$ cat config.mk
export PLATFORM = sky130hd
export DESIGN_NAME = hf_bus_decoder
export DESIGN_NICKNAME = d
export VERILOG_FILES = /design/src/rtl/hf_bus_decoder.sv
export SDC_FILE = /design/constraint.sdc
export NUM_CORES = 1
export LEC_CHECK = 0
export ABC_AREA = 1
export BUFFER_PORTS_ARGS = -buffer_cell sky130_fd_sc_hd__buf_2
export CAP_MARGIN = 20
export CORE_AREA = 2 2 123 125
export CTS_CLUSTER_DIAMETER = 120
export DETAILED_ROUTE_END_ITERATION = 6
export DIE_AREA = 0 0 125 127
export GPL_TIMING_DRIVEN = 0
export HOLD_SLACK_MARGIN = 0.1
export SETUP_SLACK_MARGIN = 0.4
export SYNTH_ARGS = -nofsm -noshare
export SYNTH_HDL_FRONTEND = slang
export SYNTH_SLANG_ARGS = --single-unit
$ cat constraint.sdc
create_clock -name clock -period 6.8 [get_ports clock]
set_clock_uncertainty 0.1 [all_clocks]
set_input_delay 1.36 -clock clock [delete_from_list [all_inputs] [get_ports clock]]
set_output_delay 1.36 -clock clock [all_outputs]
set_load 0.01 [all_outputs]
$ cat src/rtl/hf_bus_decoder.sv
`timescale 1ns/1ps
// hf_bus_decoder: memory-map decoder and read-return mux between the HF-RISCV
// core and NSLV slaves. Address bits [31:28] pick the slave (lowest index wins
// on duplicate tags). Per-slave wait states stall the core, big-endian slaves
// get their byte lanes reversed, and unmapped accesses are reported.
//
// Core handshake: an access is offered by holding cpu_req_i with a stable
// address/we/wdata; it is accepted on the clock edge where a slave select is
// asserted and cpu_stall_o is low. Read data for an accepted access appears on
// cpu_rdata_o in the cycle after that edge. While in WAIT the latched slave
// stays selected regardless of what the core drives.
module hf_bus_decoder #(
  parameter int unsigned NSLV = 3,
  parameter logic [31:0] TAGS = 32'h0000_0E40,
  parameter logic [15:0] LAT  = 16'h0000,
  parameter logic [7:0]  SWAP = 8'h04
) (
  input  logic                 clock,
  input  logic                 reset,
  input  logic                 cpu_req_i,
  input  logic [31:0]          cpu_addr_i,
  input  logic [31:0]          cpu_wdata_i,
  input  logic [3:0]           cpu_we_i,
  output logic [31:0]          cpu_rdata_o,
  output logic                 cpu_stall_o,
  output logic [NSLV-1:0]      s_sel_o,
  output logic [31:0]          s_addr_o,
  output logic [31:0]          s_wdata_o,
  output logic [3:0]           s_we_o,
  input  logic [32*NSLV-1:0]   s_rdata_i,
  output logic                 err_o,
  output logic [31:0]          err_addr_o,
  output logic [7:0]           err_cnt_o,
  output logic [1:0]           dbg_state_o
);

  localparam int unsigned IW = (NSLV > 1) ? $clog2(NSLV) : 1;

  typedef enum logic [1:0] {
    S_IDLE = 2'd0,
    S_WAIT = 2'd1,
    S_ERR  = 2'd2
  } state_t;

  state_t          state_q, state_d;
  logic [1:0]      wcnt_q, wcnt_d;
  logic [IW-1:0]   wsel_q, wsel_d;
  logic [IW-1:0]   sel_q, sel_d;
  logic            valid_q, valid_d;
  logic [31:0]     err_addr_q, err_addr_d;
  logic [7:0]      err_cnt_q, err_cnt_d;

  logic            hit_any;
  logic [IW-1:0]   hit_idx;
  logic            act;
  logic [IW-1:0]   act_idx;
  logic            act_swap;
  logic            stall;
  logic            fire;
  logic [31:0]     rsel_word;
  logic            rsel_swap;

  function automatic logic [31:0] bswap(input logic [31:0] w);
    return {w[7:0], w[15:8], w[23:16], w[31:24]};
  endfunction

  function automatic logic [1:0] lat_of(input logic [IW-1:0] idx);
    logic [1:0] r;
    r = '0;
    for (int k = 0; k < NSLV; k++) begin
      if (idx == IW'(k)) r = LAT[2*k +: 2];
    end
    return r;
  endfunction

  // Address decode: scan from the top so the lowest matching index wins.
  always_comb begin
    hit_any = 1'b0;
    hit_idx = '0;
    for (int k = NSLV - 1; k >= 0; k--) begin
      if (cpu_req_i && (cpu_addr_i[31:28] == TAGS[4*k +: 4])) begin
        hit_any = 1'b1;
        hit_idx = IW'(k);
      end
    end
  end

  // Next-state logic: wait-state sequencing, error capture, read-return latch.
  always_comb begin
    state_d    = state_q;
    wcnt_d     = wcnt_q;
    wsel_d     = wsel_q;
    sel_d      = sel_q;
    valid_d    = valid_q;
    err_addr_d = err_addr_q;
    err_cnt_d  = err_cnt_q;
    act        = 1'b0;
    act_idx    = hit_idx;
    stall      = 1'b0;
    unique case (state_q)
      S_IDLE: begin
        if (hit_any) begin
          act = 1'b1;
          if (lat_of(hit_idx) != 2'd0) begin
            stall   = 1'b1;
            state_d = S_WAIT;
            wcnt_d  = lat_of(hit_idx) - 2'd1;
            wsel_d  = hit_idx;
          end
        end else if (cpu_req_i) begin
          state_d    = S_ERR;
          err_addr_d = cpu_addr_i;
          valid_d    = 1'b0;
          if (err_cnt_q != 8'hFF) err_cnt_d = err_cnt_q + 8'd1;
        end
      end
      S_WAIT: begin
        act     = 1'b1;
        act_idx = wsel_q;
        if (wcnt_q != 2'd0) begin
          stall  = 1'b1;
          wcnt_d = wcnt_q - 2'd1;
        end else begin
          state_d = S_IDLE;
        end
      end
      S_ERR: begin
        state_d = S_IDLE;
      end
      default: begin
        state_d = S_IDLE;
      end
    endcase
    fire = act && !stall;
    if (fire) begin
      sel_d   = act_idx;
      valid_d = 1'b1;
    end
  end

  // State registers with asynchronous active-high reset.
  always_ff @(posedge clock or posedge reset) begin
    if (reset) begin
      state_q    <= S_IDLE;
      wcnt_q     <= '0;
      wsel_q     <= '0;
      sel_q      <= '0;
      valid_q    <= 1'b0;
      err_addr_q <= '0;
      err_cnt_q  <= '0;
    end else begin
      state_q    <= state_d;
      wcnt_q     <= wcnt_d;
      wsel_q     <= wsel_d;
      sel_q      <= sel_d;
      valid_q    <= valid_d;
      err_addr_q <= err_addr_d;
      err_cnt_q  <= err_cnt_d;
    end
  end

  // Slave-side select and write lane swap; all memories enabled during reset.
  always_comb begin
    s_sel_o  = '0;
    act_swap = 1'b0;
    for (int k = 0; k < NSLV; k++) begin
      s_sel_o[k] = act && (act_idx == IW'(k));
      if (act && (act_idx == IW'(k))) act_swap = SWAP[k];
    end
    if (reset) s_sel_o = '1;
  end

  // Read-return mux for the last accepted access, swapped for big-endian slaves.
  always_comb begin
    rsel_word = '0;
    rsel_swap = 1'b0;
    for (int k = 0; k < NSLV; k++) begin
      if (sel_q == IW'(k)) begin
        rsel_word = s_rdata_i[32*k +: 32];
        rsel_swap = SWAP[k];
      end
    end
    if (!valid_q)       cpu_rdata_o = '0;
    else if (rsel_swap) cpu_rdata_o = bswap(rsel_word);
    else                cpu_rdata_o = rsel_word;
  end

  assign s_addr_o    = cpu_addr_i;
  assign s_wdata_o   = act_swap ? bswap(cpu_wdata_i) : cpu_wdata_i;
  assign s_we_o      = (fire && !reset) ? cpu_we_i : 4'h0;
  assign cpu_stall_o = stall && !reset;
  assign err_o       = (state_q == S_ERR);
  assign err_addr_o  = err_addr_q;
  assign err_cnt_o   = err_cnt_q;
  assign dbg_state_o = state_q;

endmodule

Yosys cells after proc, flatten, opt, wreduce, memory -nomap -nowiden:

Index checks and enable logic that the tools add are counted.

* input port bits: 167
* memory bits (read-only): 0
* memories kept: 0
* output and inout bits: 147
* logic and storage cells: 94
* bits in latches: 0
* bits in writable memories: 0
* flip-flop bits (word level): 49

* bitwise gates (word level): 1
* div/mod/pow operators: 0
* equal/unequal tests: 16
* $mul: 0
* reduce and logical (&&, ||, !) cells: 26
* add/subtract/negate cells: 3
* shifts and indexed selects: 0
* order comparisons: 0
* multiplexer cells: 41

Operators by type and width (count)
* 2-to-1 mux 32 bit: 6
* 2-to-1 mux 2 bit: 16
* 2-to-1 mux 1 bit: 13
* AND reduction 3 bit: 4
* nonzero test 2 bit: 5
* logical AND 1 bit: 9
* adder 8 x 1 -> 8 bit, second input constant: 1
* != test 2 bit, second input constant: 4
* != test 8 bit, second input constant: 1
* one-hot mux 2 bit (2 select lines): 2
* AND reduction 4 bit: 2
* equality test 2 x 1 -> 1 bit, second input constant: 3
* equality test 2 bit, second input constant: 3
* logical NOT 2 bit: 3
* != test 3 bit, second input constant: 2
* equality test 4 x 3 -> 1 bit, second input constant: 1
* equality test 4 bit, second input constant: 1
* logical NOT 4 bit: 1
* 2-to-1 mux 4 bit: 1
* one-hot mux 1 bit (2 select lines): 2
* subtractor 2 x 1 -> 2 bit, second input constant: 2
* 2-to-1 mux 3 bit: 1
* logical NOT 1 bit: 2
* != test 2 x 1 -> 1 bit, second input constant: 1
* inverter 1 bit: 1

Logic depth before layout (Yosys ltp):

* depth in word-level cells: 15
* mapped depth: 9
* gate-level depth less buffers: 8

Worst setup path before layout:

OpenSTA, ideal clock, no wires.

* path kind: input -> output
* start point: in reset
* end point: out s_we_o[0]
* data required time: 5.340 ns
* arrival: 2.958 ns
* setup slack: 2.382 ns
* buffers on the path: 0
* stages: 3
* cells stage by stage: inv_1 -> nand4_1 -> nor2_1

* longest elaborated chain between the ends: 3

RTL lines
* start, declared: RTL line 19 `input logic reset,`
* logical NOT 1 bit: RTL line 190 `assign s_we_o = (fire && !reset) ? cpu_we_i : 4'h0;`
* logical AND 1 bit: RTL line 190
* 2-to-1 mux 4 bit: RTL line 190
* end, declared: RTL line 29 `output logic [3:0] s_we_o,`

Every way passes these cells.

Final worst setup path:

* start point: in cpu_addr_i[30]
* end point: out s_wdata_o[4]

* longest elaborated chain between the ends: 10
* elaborated cells between the ends (all ways): 19
* those cells by class: eq/ne (3); mux (11); reduce/logical (5)

RTL lines
* start, declared: RTL line 21 `input logic [31:0] cpu_addr_i,`
* equality test 4 bit: RTL line 81 `if (cpu_req_i && (cpu_addr_i[31:28] == TAGS[4*k +: 4])) begin`
* logical AND 1 bit: RTL line 81
* 2-to-1 mux 1 bit / 2-to-1 mux 2 bit (equally long branches) (3 in a row): RTL line 81
* 2-to-1 mux 1 bit / 2-to-1 mux 2 bit (equally long branches): RTL line 102, 100
* one-hot mux 1 bit (2 select lines) / equality test 2 bit (equally long branches): RTL line 100, 168
* logical AND 1 bit *: RTL line 168 `if (act && (act_idx == IW'(k))) act_swap = SWAP[k];`
* 2-to-1 mux 1 bit *: RTL line 168
* 2-to-1 mux 32 bit *: RTL line 189 `assign s_wdata_o = act_swap ? bswap(cpu_wdata_i) : cpu_wdata_i;`
* end, declared: RTL line 28 `output logic [31:0] s_wdata_o,`

Every way passes the cells marked *; elsewhere a longest branch is shown, timed or not.

==> reports/qor.yml <==
status:
  outcome: "complete, no violations"
timing:
  slew_viol_final: 0
  period_share: 0.615
  hold_viol: 0
  setup_tns_ns: 0
  fmax_ghz: 0.239
  tightest_slew_ns: 0.596
  period_needed_ns: 4.18
  setup_viol: 0
  slew_headroom: 0.601
  holdWs_ns: 0.376
  rsz0062_at_grt: "no"
logic_synthesis:
  avgSynthCellArea_um2: 6.51
  ys_ff_latch: 47
  yosysMostFrequentCell: "nand2_1"
  syn_nets: 715
  synth-edff-count: 0
  ys_top_cells_by_area: "dfrtp_1 33%, nand2_1 19%, buf_4 7.0%"
  yosys.area.top_type_share: 0.331
  seq_area_frac_synth: 0.331
  yosys_most_used_dff: "dfrtp_1"
  synthDistinctLibCells: 27
  yosysWarnings: 0
  synthCells: 546
  synthTopCellsByCount: "183 x nand2_1, 53 x nor2_1, 51 x inv_1"
  synth_area_leader_cell: "dfrtp_1"
  netlist_area_mm2: 0.00355
  async_reset_ff_frac: 1.00
worst_setup_path:
  critPathRequiredTime_ns: 5.34
  rr_startpoint: "err_cnt_o[0]$_DFFE_PP0P_"
  reg2reg_to: "err_cnt_o[2]$_DFFE_PP0P_"
  cp-start-kind: "primary input"
  cp-end-kind: "primary output"
  crit_path_max_fanout: 10
  arrival_ns: 2.72
  r2r_cells: 8
  rrSetupSlack_ns: 4.99
  timing_worst_setup_path_type: "primary input to primary output"
floorplan:
  core.rowCount: 44
  core_mm2: 0.0144
  initial_utilization: 0.246
  dieArea_mm2: 0.0159
  die_w_um: 125
  dieHeight_um: 127
  ios: 314
placed_design:
  gp_congestion: 0.817
  dp_hpwl_mm: 12.3
  place.port_buffers: 313
finish:
  layout-drive-gt1-share: 0.460
  area_delta_synth_final_pct: 55.7
  layout.nets: 1036
  num_antenna_cells: 0
hold_path:
  hp-class: "register to register"
  holdCritStartpoint: "err_addr_o[24]$_DFFE_PP0P_"
  hold_depth: 2
  whs_endpoint: "err_addr_o[24]$_DFFE_PP0P_"
clock_network:
  clockBufferDepth: 2
  holdBufCountCts: 0
  htree_levels: 2
  cts_resized: 0
  cts_tree: "done"
  clock_sinks: 47
  clockRootBuffer: "clkbuf_16"
  cts_setup_buffers: 0
  clock_latency_ns: 0.29
  cts_buffers: 5
  clk_pin_slew_ns: 0.06
drt:
  drtIter0Drc: 181
  antenna_left: 0
  drcViolationCount: 0
  via_count: 4605
  firstDrtPassIters: 4
  routed_wirelength_mm: 14.7
  wl_per_cell_um: 14.0
  avgViaCountPerCell: 4.38
grt:
  antenna_found_initial: 0
  grt_max_degree: 38
  grt_pass1_vias: 4358
  grt_usage: 0.172
  grt_pass1_wl_mm: 22.1
  grt_overflow: 0
power:
  p_leak_nw: 3.37
  p_per_area_mw_per_mm2: 194
  ir_worst_vdd_uv: 111
flow_run:
  drv_cap: 0
-- stage by stage --
step | area, µm² | utilization | cells | power [W] | worst slack [ns]
3_5_place_dp | 5370 | 0.372 | 1044 | 0.000805 | 2.59
3_3_place_gp | 5350 | 0.371 | 1043 | 0.000799 | 1.44
6_report | 5530 | 0.384 | 1051 | 0.00108 | 2.62
4_1_cts | 5530 | 0.384 | 1051 | 0.00109 | 2.59
5_1_grt | 5530 | 0.384 | 1051 | 0.00115 | 2.47
2_1_floorplan | 3550 | - | 546 | 0.000595 | 2.38
-- power by group --
group	internal [W]	total, W	leakage, nW	switching (W)
Combinational	0.000185	0.000430	2.71	0.000245
Clock	0.000172	0.000280	0.0759	0.000108
Sequential	0.000326	0.000365	0.592	0.0000392
-- cell families after synthesis --
group	share of synthesized area
compound gates	0.162
xor+xnor	0.0123
fa+ha+maj	0.00704
buf+inv	0.171
flops	0.331
simple gates	0.316
-- final cells by class --
cell class                      count  area, µm²
Inverter                           55        206
Fill cell                        1614       8890
Buffer                             60        402
Tap cell                          184        230
Timing Repair Buffer              314       1590
Multi-Input combinational cell    384       1770
Clock inverter                      2       37.5
Sequential cell                    47       1180
Clock buffer                        5        125
-- registers in the layout, indices dropped and copies added (netlist names) --
name         cells
err_addr_o      32
err_cnt_o        8
dbg_state_o      2
sel_q            2
wcnt_q           2
valid_q          1
-- worst max-delay path by stage --
stage	to	cells past startpoint	from	slack [ns]
floorplan	s_we_o[0]	3	reset	2.38
global placement	s_we_o[1]	5	reset	1.44
detailed placement	s_wdata_o[4]	7	cpu_addr_i[30]	2.59
CTS	s_wdata_o[4]	7	cpu_addr_i[30]	2.59
global route	s_wdata_o[4]	7	cpu_addr_i[30]	2.47
finish	s_wdata_o[4]	7	cpu_addr_i[30]	2.62
-- critical path, cell delays in order --
cell and delay, ns:
buf_2 0.17, nand2_1 0.10, nor2_2 0.23, nand3_2 0.13, clkbuf_1 0.24, o21ai_0 0.30
buf_2 0.19
-- layer usage --
metal	track usage	routed length [µm]	vias to the layer above	part of all wire
li1	-	-	2332	-
met1	0.194	5840	2036	0.40
met2	0.323	7400	222	0.50
met3	0.0410	1170	15	0.080
met4	0.0471	261	0	0.018
met5	0	0	-	0
-- layout by cell type, fill, tap and decap left out, drive strengths merged --
master      n
a21oi      42
buf       365
bufinv      1
clkbuf     14
clkinvlp    1
dfrtp      47
ha          2
inv        55
nand2     185
nand3      15
nand4       5
nor2       56
nor3        8
nor4        7
o211ai      6
o21ai      52
or2         1
xnor2       1
xor2        4
Power figures use the tool's default switching activity.
